===== config.mk =====
export PLATFORM = sky130hd
export DESIGN_NAME = mms_stream_rx_flat
export DESIGN_NICKNAME = d
export VERILOG_FILES = /design/src/rtl/mms_pkg.sv /design/src/rtl/mms_stream_rx_if.sv /design/src/rtl/mms_cmp.sv /design/src/rtl/mms_stream_rx.sv /design/src/flat_wrapper.sv
export SDC_FILE = /design/constraint.sdc
export NUM_CORES = 1
export LEC_CHECK = 0
export CAP_MARGIN = 30
export CORE_ASPECT_RATIO = 1.1
export CORE_MARGIN = 2
export CORE_UTILIZATION = 50
export CTS_CLUSTER_DIAMETER = 100
export DETAILED_ROUTE_END_ITERATION = 10
export PLACE_DENSITY = 0.77
export SETUP_SLACK_MARGIN = 0.15
export SLEW_MARGIN = 10
export SYNTH_ARGS = -nofsm -noshare
export SYNTH_HDL_FRONTEND = slang
export SYNTH_SLANG_ARGS = --single-unit

===== constraint.sdc =====
create_clock -name clk -period 3.1 [get_ports clk]
set_clock_uncertainty 0.2 [all_clocks]
set_input_delay 0.465 -clock clk [delete_from_list [all_inputs] [get_ports clk]]
set_output_delay 0.465 -clock clk [all_outputs]
set_load 0.01 [all_outputs]

===== src/rtl/mms_pkg.sv =====
// mms_pkg: shared constants and FSM state type for the max/min stream receiver.
package mms_pkg;
  localparam logic SEL_MAX = 1'b0;
  localparam logic SEL_MIN = 1'b1;
  localparam int DATA_W_DEF = 8;
  typedef enum logic [1:0] {IDLE, ACC, HOLD} state_t;
endpackage


===== src/rtl/mms_stream_rx_if.sv =====
// mms_stream_rx_if: input beat and result handshake bundle; out_index exists only with MMS_STREAM_INDEX_EN.
interface mms_stream_rx_if #(
  parameter int DATA_W = 8,
  parameter int CNT_W = 5
);
  logic in_valid;
  logic in_ready;
  logic [DATA_W-1:0] in_data;
  logic in_last;
  logic select;
  logic out_valid;
  logic out_ready;
  logic [DATA_W-1:0] result;
  logic [CNT_W-1:0] out_count;
`ifdef MMS_STREAM_INDEX_EN
  logic [CNT_W-1:0] out_index;
`endif
  modport slave (
    input in_valid, in_data, in_last, select, out_ready,
    output in_ready, out_valid, result, out_count
`ifdef MMS_STREAM_INDEX_EN
    , output out_index
`endif
  );
  modport master (
    output in_valid, in_data, in_last, select, out_ready,
    input in_ready, out_valid, result, out_count
`ifdef MMS_STREAM_INDEX_EN
    , input out_index
`endif
  );
endinterface


===== src/rtl/mms_cmp.sv =====
// mms_cmp: strict comparator, win=1 when b beats a (larger for max, smaller for min).
module mms_cmp
  import mms_pkg::*;
#(
  parameter int W = DATA_W_DEF
) (
  input  logic [W-1:0] a,
  input  logic [W-1:0] b,
  input  logic         sel,
  output logic         win
);
  assign win = (sel == SEL_MIN) ? (b < a) : (b > a);
endmodule


===== src/rtl/mms_stream_rx.sv =====
// mms_stream_rx: per-frame max/min of an unsigned beat stream, frames closed by in_last or MAX_LEN beats.
// Define MMS_STREAM_INDEX_EN to also report the winning beat position on out_index.
module mms_stream_rx
  import mms_pkg::*;
#(
  parameter int DATA_W = DATA_W_DEF,
  parameter int MAX_LEN = 16
) (
  input logic clk,
  input logic rst_n,
  mms_stream_rx_if.slave bus
);
  localparam int CNT_W = $clog2(MAX_LEN + 1);
  state_t state_q, state_d;
  logic [DATA_W-1:0] acc_q, acc_d, result_q, result_d, nacc;
  logic [CNT_W-1:0] cnt_q, cnt_d, out_count_q, out_count_d, ncnt;
  logic sel_q, sel_d, in_ready_q, in_ready_d, out_valid_q, out_valid_d;
  logic fire, first, close, win;
  mms_cmp #(.W(DATA_W)) u_cmp (.a(acc_q), .b(bus.in_data), .sel(sel_q), .win(win));
  assign fire = bus.in_valid & in_ready_q;
  assign first = state_q == IDLE;
  assign ncnt = first ? CNT_W'(1) : cnt_q + CNT_W'(1);
  assign close = bus.in_last | (ncnt == CNT_W'(MAX_LEN));
  assign nacc = (first | win) ? bus.in_data : acc_q;
`ifdef MMS_STREAM_INDEX_EN
  logic [CNT_W-1:0] idx_q, idx_d, out_index_q, out_index_d, nidx;
  assign nidx = first ? '0 : (win ? cnt_q : idx_q);
  always_comb begin
    idx_d = fire ? nidx : idx_q;
    out_index_d = (fire && close) ? nidx : out_index_q;
  end
  always_ff @(posedge clk or negedge rst_n) begin
    if (!rst_n) begin
      idx_q <= '0;
      out_index_q <= '0;
    end else begin
      idx_q <= idx_d;
      out_index_q <= out_index_d;
    end
  end
  assign bus.out_index = out_index_q;
`endif
  always_comb begin
    state_d = state_q;
    acc_d = acc_q;
    sel_d = sel_q;
    cnt_d = cnt_q;
    out_valid_d = out_valid_q;
    result_d = result_q;
    out_count_d = out_count_q;
    if (fire) begin
      acc_d = nacc;
      sel_d = first ? bus.select : sel_q;
      cnt_d = ncnt;
      state_d = close ? HOLD : ACC;
    end
    if (fire && close) begin
      out_valid_d = 1'b1;
      result_d = nacc;
      out_count_d = ncnt;
    end
    if (state_q == HOLD && bus.out_ready) begin
      out_valid_d = 1'b0;
      state_d = IDLE;
    end
    // registered so in_ready stays low through reset and rises a cycle after the result is taken
    in_ready_d = state_d != HOLD;
  end
  always_ff @(posedge clk or negedge rst_n) begin
    if (!rst_n) begin
      state_q <= IDLE;
      acc_q <= '0;
      sel_q <= 1'b0;
      cnt_q <= '0;
      in_ready_q <= 1'b0;
      out_valid_q <= 1'b0;
      result_q <= '0;
      out_count_q <= '0;
    end else begin
      state_q <= state_d;
      acc_q <= acc_d;
      sel_q <= sel_d;
      cnt_q <= cnt_d;
      in_ready_q <= in_ready_d;
      out_valid_q <= out_valid_d;
      result_q <= result_d;
      out_count_q <= out_count_d;
    end
  end
  assign bus.in_ready = in_ready_q;
  assign bus.out_valid = out_valid_q;
  assign bus.result = result_q;
  assign bus.out_count = out_count_q;
endmodule

===== src/flat_wrapper.sv =====
// flat-port wrapper written by rule: the top's interface ports become plain ports
module mms_stream_rx_flat import mms_pkg::*;
#(
  parameter int DATA_W = DATA_W_DEF,
  parameter int MAX_LEN = 16
)
  (clk, rst_n, bus_in_valid, bus_in_data, bus_in_last, bus_select, bus_out_ready, bus_in_ready, bus_out_valid, bus_result, bus_out_count);
  mms_stream_rx_if #(.DATA_W(DATA_W)) bus_i ();
  input logic clk;
  input logic rst_n;
  input wire logic [$bits(bus_i.in_valid)-1:0] bus_in_valid;
  input wire logic [$bits(bus_i.in_data)-1:0] bus_in_data;
  input wire logic [$bits(bus_i.in_last)-1:0] bus_in_last;
  input wire logic [$bits(bus_i.select)-1:0] bus_select;
  input wire logic [$bits(bus_i.out_ready)-1:0] bus_out_ready;
  output wire logic [$bits(bus_i.in_ready)-1:0] bus_in_ready;
  output wire logic [$bits(bus_i.out_valid)-1:0] bus_out_valid;
  output wire logic [$bits(bus_i.result)-1:0] bus_result;
  output wire logic [$bits(bus_i.out_count)-1:0] bus_out_count;
  assign bus_i.in_valid = bus_in_valid;
  assign bus_i.in_data = bus_in_data;
  assign bus_i.in_last = bus_in_last;
  assign bus_i.select = bus_select;
  assign bus_i.out_ready = bus_out_ready;
  assign bus_in_ready = bus_i.in_ready;
  assign bus_out_valid = bus_i.out_valid;
  assign bus_result = bus_i.result;
  assign bus_out_count = bus_i.out_count;
  mms_stream_rx #(.DATA_W(DATA_W), .MAX_LEN(MAX_LEN)) u_core (.clk(clk), .rst_n(rst_n), .bus(bus_i));
endmodule

==> impl_metrics.json <==
{
  "grt_overflow": 0,
  "syn2layout_area_growth_pct": 24.1,
  "finalWeightedCongestion": 0.893,
  "place_ws_ns": 0.0317,
  "worst_setup_path_start_kind": "primary input",
  "crit_path_top_delay_cell": "a211oi_4",
  "totalPowerFinal_mw": 1.93,
  "tightest_slew_ns": 0.618,
  "cts_tree": "yes",
  "portBuffers": 28,
  "cts_buffers": 5,
  "ctsRootBufferMaster": "clkbuf_4",
  "cp_max_fo": 17,
  "post_dp_cell_area_um2": 1910,
  "clkTransAtPathRegs_ns": 0.11,
  "firstDrtPassIters": 4,
  "netlist_area_um2": 1610,
  "synthDistinctLibCells": 41,
  "cts_sinks": 31,
  "n_antenna_cell": 0,
  "design.core.area_um2": 3070,
  "leakagePower_nw": 0.869,
  "ir_drop_mv": 0.583,
  "cap_violations": 0,
  "critPathKind": "primary input to flip-flop",
  "hold_depth": 2,
  "endpoint_kind": "flip-flop",
  "hp-start": "u_core.bus.out_count[2]",
  "post_cts_resized": 0,
  "ys_seq_area_frac": 0.481,
  "rr_startpoint": "u_core.acc_q[1]",
  "grt_pass1_wl_um": 5620,
  "tns_ns": 0,
  "final_area_um2": 2000,
  "hp-class": "flip-flop to flip-flop",
  "vias": 1296,
  "start_util": 0.524,
  "synth-seq-cells": 31,
  "post-dp-hpwl_um": 2450,
  "syn_avg_cell_area_um2": 10.3,
  "r2r_slack_ns": 0.55,
  "layout_common_cells": "dfrtp_1, clkdlybuf4s50_1, o21ai_0",
  "grt_start_max_net_pins": 32,
  "fmax_mhz": 363,
  "die_area_um2": 3690,
  "crit_required_ns": 3.12,
  "reg2reg_to": "u_core.acc_q[0]",
  "track_usage": 0.201,
  "ios": 29,
  "ant_nets": 0,
  "synth_cells": 156,
  "setup_ws_ns": 0.342,
  "finalCritPeriodShare": 0.890,
  "fin_crit_ns": 2.76,
  "cpPeakStageDelay_ns": 0.57,
  "startpoint": "bus_in_data[0]",
  "use_met1": 0.254,
  "drive_above_1_share": 0.144,
  "worstRegToRegCells": 8,
  "yosysWarningCount": 0,
  "htree_levels": 2,
  "drc": 0,
  "maxSlewViolCount": 0,
  "grt_setup_unrepaired": "no",
  "wirelength_um": 3270,
  "powerDensity_nw_per_um2": 966,
  "drt_iter0_drc": 50,
  "maxSlewHeadroom": 0.586,
  "grt_pass1_vias": 1268,
  "arrival_ns": 2.78,
  "netlist_top_cells_area": "dfrtp_1, ha_1, o21ai_0, mux2_2, a31oi_1",
  "clk_path_buf_depth": 2,
  "die_h_um": 63.5,
  "post_cts_buffers": 0,
  "die_x_um": 58.1,
  "final_common_cell": "dfrtp_1",
  "clk_latency_ns": 0.34,
  "status": "finished, final reports clean",
  "met3_usage": 0.0370,
  "viasPerCell": 5.84,
  "yosysTopAreaCell": "dfrtp_1",
  "antenna_found_initial": 0,
  "min_to": "u_core.bus.out_count[2]",
  "syn-num-nets": 179,
  "finalHoldViolCount": 0,
  "post_drt_wl_per_cell_um": 14.7,
  "grt_use_met2": 0.321,
  "synth_top_cell_area_share": 0.481,
  "utilization": 0.650,
  "nets": 210,
  "cts-hold-fix-buffers": 0,
  "crit_chain": "clkdlybuf4s50_1 > inv_1 > ha_1 > nor2b_1 > o211ai_1 > a21o_1 > a211oi_4 > o21ai_4 > mux2_1",
  "setup_violations": 0,
  "busiest_layer": "met2",
  "row_count": 21
}
==> worst max-delay path: cells and delay by family <==
family / cells / cell delay (ns)
AO/OA/AOI/OAI: 4 / 1.07
adder cells (fa/ha/maj): 1 / 0.20
AND/OR/NAND/NOR: 1 / 0.11
multiplexers: 1 / 0.34
buffers and inverters: 2 / 0.58
==> power by group <==
group          internal [mW]  leakage [nW]  switching, mW
Clock                  0.190        0.0482          0.144
Sequential             0.578         0.369          0.122
Combinational          0.451         0.452          0.447
Total                   1.22         0.869          0.712
==> metal layers <==
layer,up-vias,routed length [µm]
li1,621,-
met1,619,1390
met2,43,1640
met3,13,160
met4,0,85
met5,-,0
==> how the worst max path moves through the flow <==
stage                           end  slack, ns  cells after the start
floorplan           u_core.acc_q[1]       0.81                      7
global placement    u_core.acc_q[0]       0.11                      8
detailed placement  u_core.acc_q[0]       0.03                      9
CTS                 u_core.acc_q[0]       0.37                      8
global route        u_core.acc_q[0]       0.20                      9
finish              u_core.acc_q[0]       0.34                      9
==> synth_stat cells <==
master    number
clkbuf_1       2
a31oi_1        9
a31o_4         1
o31ai_1        1
buf_4          1
o21a_1         1
o21ai_0       17
or3b_1         1
nand3_1        5
o21ai_4        1
or2_2          1
xnor2_1        1
nor3_1         1
nand3b_1       1
clkbuf_2       1
nor3b_1        2
ha_1           9
nor2_1        12
nand2_1       14
a41o_1         1
o211ai_1       1
buf_6          1
buf_2          1
nor2b_1        1
or3_1          2
a21oi_2        1
a32o_1         1
nand4_1        2
a32oi_1        1
or3_2          5
mux2_1         1
dfrtp_1       31
o21ai_1        1
inv_1          8
a21boi_0       1
a21oi_1        2
a211oi_4       1
and2_1         1
xor2_1         2
mux2_2         7
a21o_1         3
==> through the flow <==
step | cells | hold slack (ns)
5_1_grt | 222 | 0.303
4_1_cts | 222 | 0.279
3_5_place_dp | 214 | 0.256
3_3_place_gp | 214 | 0.252
2_1_floorplan | 156 | -0.0306
6_report | 222 | 0.277
==> registers in the layout, indices dropped and copies added, names as in the netlist <==
signal                count
u_core.bus.out_count      5
u_core.state_q            2
u_core.cnt_q              5
u_core.acc_q              8
u_core.bus.in_ready       1
u_core.sel_q              1
u_core.bus.out_valid      1
u_core.bus.result         8
==> cell families after synthesis <==
logic type | share of synthesized area
xor+xnor | 0.0163
fa+ha+maj | 0.0699
simple gates | 0.149
compound gates | 0.186
flops | 0.481
buf+inv | 0.0411
mux | 0.0559
==> layout make-up <==
type / count / area [µm²]
Inverter: 8 / 30.0
Clock buffer: 6 / 51.3
Timing Repair Buffer: 30 / 295
Clock inverter: 2 / 35.0
Tap cell: 34 / 42.5
Sequential cell: 31 / 776
Multi-Input combinational cell: 111 / 769
Fill cell: 277 / 1070
(Power assumes the default switching activity.)
